`src/rtl/matvec_pkg.sv`:
```
// Shared types and sizing helpers for the streaming matrix-vector engine.
// The state type is shared so checkers can decode the controller state.
package matvec_pkg;

    typedef enum logic [2:0] {
        LOAD_W,
        LOAD_X,
        COMPUTE,
        DRAIN,
        OUT
    } state_t;

    // Output width that cannot overflow when summing n products of two t-bit values.
    function automatic int calc_ow(input int t, input int n);
        return 2 * t + $clog2(n + 1);
    endfunction

    // Index width for an array of 'depth' entries, never narrower than one bit.
    function automatic int addr_w(input int depth);
        return (depth > 1) ? $clog2(depth) : 1;
    endfunction

endpackage

```
`src/rtl/matvec_stream_mac_pipe.sv`:
```
// Signed multiply-accumulate lane: P multiplier stages, a product register and an accumulator.
// The valid/last tags travel with each product so the controller knows when a row sum is final.
module mac_pipe #(
    parameter int T  = 14,
    parameter int P  = 2,
    parameter int OW = 30
) (
    input  logic                 clk,
    input  logic                 reset,
    input  logic                 i_en,
    input  logic                 i_clear,
    input  logic                 i_valid,
    input  logic                 i_last,
    input  logic signed [T-1:0]  i_a,
    input  logic signed [T-1:0]  i_b,
    output logic signed [OW-1:0] o_acc,
    output logic                 o_last
);

    logic signed [2*T-1:0] r_prod [P+1];
    logic        [P:0]     r_vld;
    logic        [P:0]     r_lst;
    logic signed [OW-1:0]  r_acc;
    logic signed [2*T-1:0] w_mul;
    logic signed [OW-1:0]  w_ext;

    assign w_mul  = i_a * i_b;
    assign w_ext  = r_prod[P];
    assign o_acc  = r_acc;
    assign o_last = i_en & r_vld[P] & r_lst[P];

    // Stage 0..P-1 are the multiplier stages; stage P is the product register.
    always_ff @(posedge clk) begin
        if (reset) begin
            r_vld <= '0;
            r_lst <= '0;
            r_acc <= '0;
        end else begin
            if (i_en) begin
                r_prod[0] <= w_mul;
                r_vld[0]  <= i_valid;
                r_lst[0]  <= i_valid & i_last;
                for (int s = 1; s <= P; s++) begin
                    r_prod[s] <= r_prod[s-1];
                    r_vld[s]  <= r_vld[s-1];
                    r_lst[s]  <= r_lst[s-1];
                end
            end
            if (i_clear) begin
                r_acc <= '0;
            end else if (i_en && r_vld[P]) begin
                r_acc <= r_acc + w_ext;
            end
        end
    end

endmodule

```
`src/rtl/matvec_stream.sv`:
```
// Streaming y = W*x engine: loads W (optional) and x over one input stream, emits M row sums.
// Handshake: a word moves on any cycle where valid && ready; valid holds its data until ready.
module matvec_stream
    import matvec_pkg::*;
#(
    parameter  int M  = 3,
    parameter  int N  = 3,
    parameter  int T  = 14,
    parameter  int P  = 2,
    localparam int OW = calc_ow(T, N)
) (
    input  logic                 clk,
    input  logic                 reset,
    input  logic                 input_valid,
    output logic                 input_ready,
    input  logic signed [T-1:0]  input_data,
    input  logic                 new_matrix,
    output logic                 output_valid,
    input  logic                 output_ready,
    output logic signed [OW-1:0] output_data
);

    localparam int AW = addr_w(M * N);
    localparam int KW = addr_w(N);
    localparam int RW = addr_w(M);
    localparam logic [AW-1:0] W_LAST = AW'(M * N - 1);
    localparam logic [KW-1:0] K_LAST = KW'(N - 1);
    localparam logic [RW-1:0] R_LAST = RW'(M - 1);

    logic signed [T-1:0] r_wmem [M*N];
    logic signed [T-1:0] r_xmem [N];

    state_t          r_state;
    logic            r_in_ready;
    logic            r_out_valid;
    logic            r_mat_loaded;
    logic [AW-1:0]   r_widx;
    logic [KW-1:0]   r_xidx;
    logic [AW-1:0]   r_raddr;
    logic [KW-1:0]   r_k;
    logic [RW-1:0]   r_row;
    logic            r_rd_valid;
    logic            r_rd_last;
    logic signed [T-1:0] r_rd_w;
    logic signed [T-1:0] r_rd_x;

    logic w_xfer, w_vec_first, w_we_w, w_we_x, w_out_fire, w_acc_last;

    assign input_ready  = r_in_ready & ~reset;
    assign output_valid = r_out_valid & ~reset;
    assign w_xfer       = input_valid & input_ready;
    assign w_out_fire   = output_valid & output_ready;

    // A vector-only job is recognised on its first word, and only once a matrix is held.
    assign w_vec_first = (r_state == LOAD_W) && (r_widx == '0) && !new_matrix && r_mat_loaded;
    assign w_we_w      = w_xfer && (r_state == LOAD_W) && !w_vec_first;
    assign w_we_x      = w_xfer && ((r_state == LOAD_X) || w_vec_first);

    always_ff @(posedge clk) begin
        if (w_we_w) r_wmem[r_widx] <= input_data;
        if (w_we_x) r_xmem[r_xidx] <= input_data;
        r_rd_w <= r_wmem[r_raddr];
        r_rd_x <= r_xmem[r_k];
    end

    mac_pipe #(.T(T), .P(P), .OW(OW)) u_mac (
        .clk     (clk),
        .reset   (reset),
        .i_en    (r_state != OUT),
        .i_clear (w_out_fire),
        .i_valid (r_rd_valid),
        .i_last  (r_rd_last),
        .i_a     (r_rd_w),
        .i_b     (r_rd_x),
        .o_acc   (output_data),
        .o_last  (w_acc_last)
    );

    always_ff @(posedge clk) begin
        if (reset) begin
            r_state      <= LOAD_W;
            r_in_ready   <= 1'b1;
            r_out_valid  <= 1'b0;
            r_mat_loaded <= 1'b0;
            r_widx       <= '0;
            r_xidx       <= '0;
            r_raddr      <= '0;
            r_k          <= '0;
            r_row        <= '0;
            r_rd_valid   <= 1'b0;
            r_rd_last    <= 1'b0;
        end else begin
            r_rd_valid <= (r_state == COMPUTE);
            r_rd_last  <= (r_state == COMPUTE) && (r_k == K_LAST);
            case (r_state)
                LOAD_W: begin
                    if (w_we_w) begin
                        if (r_widx == W_LAST) begin
                            r_widx  <= '0;
                            r_state <= LOAD_X;
                        end else begin
                            r_widx <= r_widx + 1'b1;
                        end
                    end
                end
                COMPUTE: begin
                    r_raddr <= r_raddr + 1'b1;
                    if (r_k == K_LAST) begin
                        r_k     <= '0;
                        r_state <= DRAIN;
                    end else begin
                        r_k <= r_k + 1'b1;
                    end
                end
                DRAIN: begin
                    if (w_acc_last) begin
                        r_out_valid <= 1'b1;
                        r_state     <= OUT;
                    end
                end
                OUT: begin
                    if (output_ready) begin
                        r_out_valid <= 1'b0;
                        if (r_row == R_LAST) begin
                            r_row      <= '0;
                            r_in_ready <= 1'b1;
                            r_state    <= LOAD_W;
                        end else begin
                            r_row   <= r_row + 1'b1;
                            r_state <= COMPUTE;
                        end
                    end
                end
                default: ;
            endcase
            // Vector writes come from LOAD_X or from the first word of a vector-only job.
            if (w_we_x) begin
                if (r_xidx == K_LAST) begin
                    r_xidx       <= '0;
                    r_mat_loaded <= 1'b1;
                    r_in_ready   <= 1'b0;
                    r_raddr      <= '0;
                    r_k          <= '0;
                    r_row        <= '0;
                    r_state      <= COMPUTE;
                end else begin
                    r_xidx  <= r_xidx + 1'b1;
                    r_state <= LOAD_X;
                end
            end
        end
    end

endmodule

```
`config.mk`:
```
export PLATFORM = sky130hd
export DESIGN_NAME = matvec_stream
export DESIGN_NICKNAME = d
export VERILOG_FILES = /design/src/rtl/matvec_pkg.sv /design/src/rtl/matvec_stream_mac_pipe.sv /design/src/rtl/matvec_stream.sv
export SDC_FILE = /design/constraint.sdc
export NUM_CORES = 1
export LEC_CHECK = 0
export CAP_MARGIN = 10
export CELL_PAD_IN_SITES_DETAIL_PLACEMENT = 1
export CELL_PAD_IN_SITES_GLOBAL_PLACEMENT = 2
export CORE_AREA = 2 2 207 260
export CTS_CLUSTER_SIZE = 16
export DETAILED_ROUTE_END_ITERATION = 8
export DIE_AREA = 0 0 209 262
export PLACE_DENSITY = 0.8
export SLEW_MARGIN = 0
export SYNTH_ARGS = -nofsm -noshare
export SYNTH_HDL_FRONTEND = slang
export SYNTH_SLANG_ARGS = --single-unit
```
`constraint.sdc`:
```
create_clock -name clk -period 5.5 [get_ports clk]
set_input_delay 0.55 -clock clk [delete_from_list [all_inputs] [get_ports clk]]
set_output_delay 0.55 -clock clk [all_outputs]
set_load 0.01 [all_outputs]
```
; After elaboration in Yosys (flattened, before gate mapping)
; Memories as Yosys holds them, arrays and structs flattened. A register that Yosys moved wholly into a read port is not among the register bits.
; Index checks and enable logic that the tools add are counted.
[op_classes]
n_addsub = 6
n_mul = 1
eq_ne = 16
n_mux = 38
bitwise = 8
n_reduce_logical = 20
[ops]
columns = op, n
row1 = $add A30 B28 Y30, 1
row2 = $mul A14 B14 Y28, 1
row3 = $mux W2, 12
row4 = $mux W3, 6
row5 = $mux W4, 4
row6 = $mux W1, 14
row7 = $pmux W3 S4, 1
row8 = $ne A3 B2 Y1 const B, 3
row9 = $ne A3 B3 Y1 const B, 3
row10 = $add A4 B1 Y4 const B, 2
row11 = $logic_and A1 B1 Y1, 8
row12 = $and A1 B1 Y1, 7
row13 = $add A2 B1 Y2 const B, 3
row14 = $eq A2 B2 Y1 const B, 3
row15 = $eq A3 B2 Y1 const B, 2
row16 = $reduce_and A6 Y1, 1
row17 = $reduce_bool A5 Y1, 1
row18 = $eq A4 B4 Y1 const B, 1
row19 = $logic_not A4 Y1, 1
row20 = $reduce_and A2 Y1, 2
row21 = $eq A3 B1 Y1 const B, 1
row22 = $eq A3 B3 Y1 const B, 1
row23 = $logic_not A3 Y1, 1
row24 = $reduce_and A3 Y1, 1
row25 = other kinds (8), 9
[totals]
register_bits = 58
ram_bits = 252
in_bits = 19
output_inout_bits = 32
wordCells = 106
mem_count = 3
[memory_table]
columns = memory, words, word_bits, read_ports, rd_ports_with_merged_regs, write_ports, line
row1 = r_wmem, 9, 14, 1, 1, 1, matvec_stream.sv:30  ; logic signed [T-1:0] r_wmem [M*N];
row2 = u_mac.r_prod, 3, 28, 3, 0, 3, matvec_stream_mac_pipe.sv:20  ; logic signed [2*T-1:0] r_prod [P+1];
row3 = r_xmem, 3, 14, 1, 1, 1, matvec_stream.sv:31  ; logic signed [T-1:0] r_xmem [N];

; Logic depth before layout (Yosys ltp)
; Gate-level depths: netlist of the first run.
[logic_depth]
word_depth = 9
ltp_mapped = 24
mapped_depth_nobuf = 23

; By module
; A second synthesis of the first run with hierarchy kept.
[hier_totals]
cells_unflattened = 1754
area_unflattened_um2 = 20873.8
[modules_own_cells]
columns = module, instances, cells_each, area_each_um2
row1 = mac_pipe, 1, 1279, 12821.0
row2 = matvec_stream, 1, 475, 8052.7

; Least setup slack after synthesis of the first run
; Ideal clock, no wire load.
[synth_path]
path_kind = register to register
startpoint = reg r_rd_w[13] (read register of r_wmem)
endpoint = mem u_mac.r_prod[0][26] in the netlist's numbering (data pin)
setup_time_ns = 0.258
arrival_time_ns = 5.587
setup_slack_ns = -0.345
path_stages_with_launch = 20
synth_period_minus_slack_ns = 5.845
cell_sequence = dfxtp_1 -> clkbuf_1 -> nand2_1 -> fa_1 -> fa_1 -> inv_1 -> fa_1 -> fa_1 -> fa_1 -> inv_1 -> fa_1 -> inv_1 -> ha_1 -> a21o_1 -> a21o_1 -> a21oi_1 -> a21boi_1 -> or3_1 -> a21oi_1 -> xnor2_1
[synth_rtl]
columns = element, line
row1 = start: declaration, matvec_stream.sv:44  ; logic signed [T-1:0] r_rd_w;
row2 = end: declaration, matvec_stream_mac_pipe.sv:20

==> reports/metrics.csv, run 1 <==
stage,metric,value,unit
run_status,status,finished with violations,
run_status,failed_checks,negative setup slack,
placed_design,port_buffers,50,
min_path,min_to,u_mac.r_prod[0][30],
synth,synthTopCellsByArea,"edfxtp_1 37%, fa_1 19%, dfxtp_1 8.3%",
floorplan,pin_count,51,
floorplan,die_w,209,um
clock_tree,cts_root_buf,clkbuf_16,
routing,drt-vias-per-instance,4.97,
setup_path,crit_start,r_rd_w[5],
finish,drive_gt1_frac,0.178,
synth,synth_top_flop_cell,edfxtp_1,
synth,syn_nets,2057,
routing,drc,0,
setup_path,cp.required,5800,ps
global_route,grt_pass1_vias,14789,
setup_path,path_cells,and2_4 -> fa_1 -> inv_1 -> fa_1 -> fa_1 -> fa_1 -> inv_1 -> fa_1 -> inv_1 -> fa_2 -> inv_2 -> ha_4 -> a2111oi_4 -> o21ai_1 -> o211ai_1 -> buf_4 -> a211oi_4 -> o21ai_2 -> nand2_2 -> a311oi_2 -> a21oi_1 -> xnor2_1,
timing,slew_headroom,0.290,
clock_tree,clk_pin_slew,60,ps
synth,synth_top_cell_by_area,edfxtp_1,
setup_path,end_kind,register,
timing,fmax,0.171,GHz
global_route,grt_max_degree,60,
clock_tree,worstSkewPairLatency,580,ps
flow_run,maxCapViolations,0,
synth,synth_top_area_share,0.365,
global_route,antenna_found_initial,0,
placed_design,dp.cells,2524,
clock_tree,cts_tree,built,
setup_path,arrival,6140,ps
timing,timing.final.ws_setup,-336,ps
min_path,holdCritStartpoint,u_mac.r_prod[0][2],
global_route,grt_pass1_wl,75400,um
synth,synth_area,20700,um^2
routing,dr_total_vias,12981,
global_route,overflow,0,
setup_path,start_kind,register,
finish,n_antenna_cell,0,
clock_tree,clk_path_buf_depth,3,
setup_path,crit_top_cell,fa_1,
floorplan,design.die.area,54800,um^2
timing,setup_violations,11,
placed_design,hpwlAfterDp,34600,um
synth,yosys_warnings,0,
synth,yosys-top-cells-count,"252 x edfxtp_1, 237 x inv_1, 196 x fa_1",
setup_path,critPathKind,reg2reg,
timing,period_share,1.06,
setup_path,timing.rr.start,r_rd_w[5],
clock_tree,numCtsBuffers,38,
timing,period_needed,5840,ps
timing,skew,17.3,ps
synth,synthDistinctLibCells,66,
setup_path,worstReg2RegEnd,u_mac.r_prod[0][27],
synth,synth_seq_area_share,0.448,
min_path,hp-class,reg2reg,
routing,wire_per_inst,17.4,um
setup_path,worst_path_max_delay_cell,fa_1,
synth,synth_seq_cells,338,
floorplan,die_height,262,um
synth,synth_cells,1741,
floorplan,start_util,0.396,
floorplan,core_area,52300,um^2
finish,nets,2229,
finish,instances_no_fill,2612,
timing,slew_violations,0,
clock_tree,cts_max_level,2,
routing,ant_nets,0,
setup_path,worst-r2r-cell-count,22,
global_route,grt_use_total,0.173,
timing,hold_violations,0,
routing,drtIter0Drc,454,
setup_path,slowest_delay,530,ps
floorplan,rows,94,
min_path,holdPathStages,0,
synth,synth_edf_count,252,
clock_tree,clkSinkCount,338,
synth,syn_avg_cell_area,11.9,um^2
routing,drt-total-wl,45300,um
synth,synthArstFlopShare,0,
clock_tree,hold_buffers,0,
finish,area_growth,19.0,%
synth,yosysMostFrequentCell,edfxtp_1,
timing,rsz0062_at_grt,yes,
timing,worst_slew_pin_slew,1060,ps
routing,dr.pass1.iters,4,
setup_path,r2r_slack,-340,ps
setup_path,worstPathMaxFanout,3,
placed_design,routabilityCongestion,0.810,
-- worst max path at each step --
stage                     slack, ps             endpoint
after floorplan                  -3  u_mac.r_prod[0][26]
after global placement         -310  u_mac.r_prod[0][26]
after detailed placement       -460  u_mac.r_prod[0][27]
after CTS                      -280  u_mac.r_prod[0][27]
after global routing           -610  u_mac.r_prod[0][27]
final                          -340  u_mac.r_prod[0][27]
-- layout by cell type (no fill, tap or decap), types with 7 or more instances in the layout --
master	n
a211oi_1	11
a21o_1	19
a21oi_1	67
a21oi_2	7
and2_1	95
and3_1	9
buf_4	139
clkbuf_16	39
clkdlybuf4s50_1	50
clkinv_1	7
dfxtp_1	63
dfxtp_2	11
dfxtp_4	12
edfxtp_1	252
fa_1	190
ha_1	90
ha_4	9
inv_1	226
inv_2	11
mux2i_1	31
mux4_2	28
nand2_1	187
nand2b_1	12
nand3_1	12
nand3b_1	7
nor2_1	66
nor2b_1	8
nor3_1	19
o21a_1	11
o21ai_0	48
o21bai_1	11
xnor2_1	39
xor2_1	13
-- area by class of cell --
type	instances	area, um^2
Clock buffer	46	1020
Timing Repair Buffer	198	1670
Inverter	238	893
Tap cell	672	841
Multi-Input combinational cell	1099	10600
Fill cell	5450	27700
Sequential cell	338	9350
Clock inverter	21	256
-- sequential cells by signal (all words and copies together), names as in the netlist, 2 cells and up --
name,count
r_xmem,42
r_widx,4
r_k,2
r_wmem,126
u_mac.r_lst,3
u_mac.r_vld,3
r_rd_w,14
r_xidx,2
r_state,3
u_mac.o_acc,30
r_raddr,4
u_mac.r_prod,84
r_rd_x,14
r_row,2
-- layer usage --
metal	GRT usage	up-vias	part of all wire	routed length, um
li1	-	6160	-	-
met1	0.193	6639	0.40	18300
met2	0.343	133	0.56	25200
met3	0.0208	49	0.023	1050
met4	0.0498	0	0.018	809
met5	0	-	0	0
-- critical path: cells and delay by family (launching register included) --
family          cells  cell delay (ps)
compound gates      7             1260
xor+xnor            1              150
fa+ha+maj           7             3160
buf+inv             5              390
flops               1              350
simple gates        2              250
-- cells by family after synthesis --
logic type / after synthesis / synth area share
DFF: 338 / 0.448
muxes: 59 / 0.0454
AOI/OAI and AO/OA: 227 / 0.0707
buffers and inverters: 304 / 0.0553
adders and majority gates: 297 / 0.250
and+or+nand+nor: 463 / 0.107
xor gates and xnor gates: 53 / 0.0224
-- per-stage QoR --
step | area [um^2] | setup WS, ps | utilization | hold WS (ps) | setup TNS [ps]
floorplan | 20900 | -2.61 | - | 400 | -2.61
CTS | 24500 | -281 | 0.467 | 419 | -809
finish | 24700 | -336 | 0.471 | 418 | -1920
global placement | 22900 | -312 | 0.438 | 400 | -1310
detailed placement | 22900 | -458 | 0.438 | 406 | -2480
global route | 24700 | -613 | 0.471 | 419 | -4560
-- repair_timing --
action                                  in CTS  in global routing
pin swaps                                   23                 33
endpoints found under the setup margin      12                 13
gates resized for setup                     55                 32
setup buffers                                9                 12
gates cloned                                 0                  0
Power of run 1 is not shown: default switching activity piles up to over one toggle a cycle in this logic, so the estimate is an artifact.
==> inputs of run 2 (changes only) <==
--- a/config.mk
+++ b/config.mk
@@ -8,10 +8,10 @@
 export CAP_MARGIN = 10
 export CELL_PAD_IN_SITES_DETAIL_PLACEMENT = 1
 export CELL_PAD_IN_SITES_GLOBAL_PLACEMENT = 2
-export CORE_AREA = 2 2 207 260
+export CORE_AREA = 2 2 211 255
 export CTS_CLUSTER_SIZE = 16
 export DETAILED_ROUTE_END_ITERATION = 8
-export DIE_AREA = 0 0 209 262
+export DIE_AREA = 0 0 213 257
 export PLACE_DENSITY = 0.8
 export SLEW_MARGIN = 0
 export SYNTH_ARGS = -nofsm -noshare
==> reports/metrics.csv, run 2 (synthesized netlist as in run 1, its figures left out) <==
stage,metric,value,unit
global_route,antenna_found_initial,0,
floorplan,die_w,213,um
finish,drive_gt1_frac,0.192,
setup_path,arrival,6040,ps
clock_tree,cts_max_level,2,
setup_path,worst-r2r-cell-count,21,
finish,layout_common_cells,"252 x edfxtp_1, 225 x inv_1, 186 x nand2_1",
timing,slew_headroom,0.232,
setup_path,crit_end,u_mac.r_prod[0][26],
floorplan,start_util,0.397,
clock_tree,worstSkewPairLatency,570,ps
routing,wire_per_inst,17.3,um
finish,largest_register_ffs,126,
routing,ant_nets,0,
timing,fmax,0.175,GHz
clock_tree,clk_path_buf_depth,3,
setup_path,cp.required,5810,ps
timing,hold_violations,0,
placed_design,hpwlAfterDp,34900,um
routing,drt-vias-per-instance,4.93,
floorplan,die_height,257,um
timing,rsz0062_at_grt,yes,
clock_tree,hold_buffers,0,
finish,n_antenna_cell,0,
finish,reg_top3,"r_wmem x126, u_mac.r_prod x84, r_xmem x42",
clock_tree,clk_pin_slew,70,ps
placed_design,routabilityCongestion,0.824,
floorplan,core_area,52100,um^2
timing,whs,414,ps
clock_tree,clkSinkCount,338,
floorplan,design.die.area,54700,um^2
setup_path,worstPathMaxFanout,6,
run_status,status,finished with violations,
setup_path,crit_start,r_rd_x[3],
timing,period_needed,5730,ps
routing,drtIter0Drc,444,
timing,timing.final.ws_setup,-229,ps
flow_run,maxCapViolations,0,
finish,regMostFlops,r_wmem,
global_route,grt_pass1_vias,14433,
routing,drc,0,
global_route,grt_pass1_wl,74800,um
clock_tree,cts_tree,built,
setup_path,timing.rr.start,r_rd_x[3],
min_path,holdCritStartpoint,u_mac.r_prod[0][30],
clock_tree,cts_root_buf,clkbuf_16,
timing,setup_violations,4,
finish,nets,2223,
routing,dr_total_vias,13012,
finish,n_fill_cell,5425,
finish,area_growth,19.8,%
finish,layout_commonest_cell,edfxtp_1,
placed_design,port_buffers,50,
clock_tree,numCtsBuffers,38,
global_route,grt_max_degree,38,
setup_path,worstReg2RegEnd,u_mac.r_prod[0][26],
global_route,overflow,0,
setup_path,end_kind,register,
timing,period_share,1.04,
floorplan,pin_count,51,
setup_path,critPathKind,reg2reg,
run_status,failed_checks,negative setup slack,
floorplan,rows,92,
global_route,grt_use_total,0.173,
routing,dr.pass1.iters,4,
timing,worst_slew_pin_slew,1150,ps
timing,slew_violations,0,
min_path,hp-class,reg2reg,
routing,drt-total-wl,45600,um
setup_path,start_kind,register,
timing,skew,26.3,ps
setup_path,r2r_slack,-230,ps
run 2: cell count changes in the layout (fill, tap and decap cells not counted), sizes merged:
cell,change
buf,-6
clkbuf,+1
clkinv,+2
run 2: what timing repair did:
action | 4_1_cts | 5_1_grt
resized for setup | 61 | 81
setup endpoints to repair | 10 | 13
pin swaps | 20 | 48
buffers inserted | 4 | 16
run 2: worst min-delay path by stage:
stage	to	slack (ps)	cells after the start
2_1_floorplan	u_mac.r_prod[0][28]	400	0
3_3_place_gp	u_mac.r_prod[0][82]	400	0
3_5_place_dp	u_mac.r_prod[0][60]	410	0
4_1_cts	u_mac.r_prod[0][58]	410	0
5_1_grt	u_mac.r_prod[0][71]	420	0
6_report	u_mac.r_prod[0][58]	410	0
run 2: stage by stage:
| stage | cells | setup slack, ps | TNS, ps | area (um^2) | util |
|---|---|---|---|---|---|
| floorplan | 1741 | -2.61 | -2.61 | 20900 | - |
| global placement | 2552 | -295 | -1180 | 22900 | 0.440 |
| detailed placement | 2552 | -452 | -2340 | 22900 | 0.440 |
| CTS | 2626 | -239 | -689 | 24400 | 0.468 |
| global route | 2642 | -416 | -1650 | 24800 | 0.476 |
| finish | 2642 | -229 | -538 | 24800 | 0.476 |
run 2: cell type report:
type	instances	area (um^2)	area share
clock buffer	47	995	0.0401
clock inverter	23	272	0.0109
inverter	238	901	0.0363
multi-input combinational	1099	10700	0.433
sequential	338	9360	0.377
tap	705	882	0.0355
timing repair buffer	192	1660	0.0667
run 2: per-layer routing:
layer / share of wire / global-route usage / vias to the layer above
li1: - / - / 6162
met1: 0.41 / 0.201 / 6604
met2: 0.54 / 0.324 / 161
met3: 0.026 / 0.0248 / 85
met4: 0.027 / 0.0519 / 0
met5: 0 / 0 / -
run 2: worst max-delay path: stages, from the launching register on:
cell      delay, ps
dfxtp_4         370
buf_6           120
and2_4          130
fa_1            500
inv_1            50
fa_1            480
inv_1            50
fa_1            480
fa_1            560
fa_1            420
fa_1            540
ha_4            220
o21a_1          100
o21a_1          180
o21ai_2         150
a21oi_2         100
o211ai_1        160
buf_4           150
a21boi_1         80
or3_1           400
a21oi_2         160
xnor2_1          70
Power of run 2 is left out for the same reason.
==> inputs of run 3 (changes only) <==
--- a/config.mk
+++ b/config.mk
@@ -12,7 +12,7 @@
 export CTS_CLUSTER_SIZE = 16
 export DETAILED_ROUTE_END_ITERATION = 8
 export DIE_AREA = 0 0 213 257
-export PLACE_DENSITY = 0.8
+export PLACE_DENSITY = 0.83
 export SLEW_MARGIN = 0
 export SYNTH_ARGS = -nofsm -noshare
 export SYNTH_HDL_FRONTEND = slang
==> reports/metrics.csv, run 3 (synthesized netlist as in run 1, its figures left out) <==
stage,metric,value,unit
floorplan,die_w,213,um
clock_tree,clk_pin_slew,60,ps
setup_path,end_kind,register,
floorplan,rows,92,
floorplan,design.die.area,54700,um^2
floorplan,die_height,257,um
run_status,status,finished with violations,
routing,drc,0,
finish,reg_top3,"r_wmem x126, u_mac.r_prod x84, r_xmem x42",
global_route,grt_pass1_vias,14889,
run_status,failed_checks,negative setup slack,
floorplan,core_area,52100,um^2
routing,drt-total-wl,46300,um
global_route,grt_use_total,0.176,
finish,layout_common_cells,"252 x edfxtp_1, 222 x inv_1, 187 x nand2_1, 187 x fa_1, 131 x buf_4",
timing,setup_violations,7,
global_route,grt_pass1_wl,76700,um
finish,instances_no_fill,2652,
timing,hold_violations,0,
routing,dr_total_vias,13050,
global_route,grt_max_degree,61,
finish,n_antenna_cell,0,
floorplan,start_util,0.397,
finish,nets,2232,
setup_path,cp.required,5810,ps
placed_design,hpwlAfterDp,35200,um
setup_path,path_cells,nand2_1 -> fa_1 -> fa_1 -> inv_2 -> fa_1 -> fa_1 -> fa_1 -> fa_1 -> ha_4 -> o21a_1 -> o21a_1 -> o21ai_2 -> a21oi_2 -> o211ai_1 -> buf_4 -> a21boi_2 -> or3_1 -> a21oi_2 -> xnor2_1,
timing,period_share,1.04,
placed_design,port_buffers,50,
timing,fmax,0.175,GHz
timing,slew_violations,0,
finish,layout_commonest_cell,edfxtp_1,
flow_run,maxCapViolations,0,
clock_tree,hold_buffers,0,
finish,drive_gt1_frac,0.194,
clock_tree,clkSinkCount,338,
clock_tree,cts_tree,built,
routing,ant_nets,0,
global_route,overflow,0,
setup_path,critPathKind,reg2reg,
global_route,antenna_found_initial,0,
timing,timing.final.ws_setup,-217,ps
routing,drtIter0Drc,445,
finish,final_util,0.477,
routing,wire_per_inst,17.5,um
setup_path,start_kind,register,
placed_design,routabilityCongestion,0.834,
min_path,hp-class,reg2reg,
setup_path,worst_path_max_delay_cell,fa_1,
setup_path,crit_family,adder cells,
finish,area_growth,20.1,%
setup_path,arrival,6030,ps
clock_tree,cts_root_buf,clkbuf_16,
timing,period_needed,5720,ps
setup_path,crit_buf_inv,2,
setup_path,worstPathMaxFanout,8,
finish,regMostFlops,r_wmem,
routing,dr.pass1.iters,4,
timing,worst_slew_pin_slew,1060,ps
timing,slew_headroom,0.293,
setup_path,crit_top_cell,fa_1,
finish,largest_register_ffs,126,
clock_tree,clk_path_buf_depth,3,
timing,totalNegativeSetupSlack,-1080,ps
floorplan,pin_count,51,
clock_tree,cts_max_level,2,
timing,rsz0062_at_grt,yes,
clock_tree,worstSkewPairLatency,580,ps
timing,skew,31.6,ps
timing,whs,406,ps
placed_design,dp.cells,2556,
setup_path,slowest_delay,580,ps
setup_path,r2r_slack,-220,ps
routing,drt-vias-per-instance,4.92,
clock_tree,numCtsBuffers,39,
-- run 3: cell count changes in the layout (fill, tap and decap cells not counted), moves of 3 or more --
| cell | before | now |
|---|---|---|
| a21oi_1 | 66 | 63 |
| a21oi_2 | 6 | 11 |
| buf_4 | 124 | 131 |
| clkinv_2 | 6 | 10 |
| dfxtp_1 | 57 | 61 |
| dfxtp_2 | 14 | 10 |
| fa_1 | 183 | 187 |
| fa_2 | 13 | 9 |
| inv_1 | 225 | 222 |
| inv_2 | 11 | 15 |
| nor2_1 | 62 | 65 |
-- run 3: cell type report --
type,count,area (um^2)
fill,5427,27300
sequential,338,9360
clock inverter,26,307
inverter,238,893
timing repair buffer,200,1720
clock buffer,46,1010
multi-input combinational,1099,10700
tap,705,882
-- run 3: metrics by stage --
stage / worst slack [ps] / cell area [um^2]
after floorplan: -2.61 / 20900
after global placement: -295 / 23000
after detailed placement: -519 / 23000
after CTS: -383 / 24600
after global routing: -436 / 24900
final: -217 / 24900
-- run 3: final timing paths --
path,start,cells past startpoint,endpoint
worst max register to register,r_rd_x[12],19,u_mac.r_prod[0][26]
worst min-delay path,u_mac.r_prod[0][13],0,u_mac.r_prod[0][41]
worst max-delay path,r_rd_x[12],19,u_mac.r_prod[0][26]
worst min register to register,u_mac.r_prod[0][13],0,u_mac.r_prod[0][41]
-- run 3: layer usage --
layer,vias up,track usage,share of wire,wire length [um]
li1,6168,-,-,-
met1,6633,0.201,0.40,18700
met2,164,0.333,0.54,25100
met3,85,0.0225,0.025,1150
met4,0,0.0643,0.029,1330
met5,-,0,0,0
-- run 3: repair_timing --
item                       CTS  global route
gates resized for setup     70            60
setup buffers               16             8
pin swaps                   42            30
setup endpoints to repair   13            13
Power of run 3 is left out for the same reason.
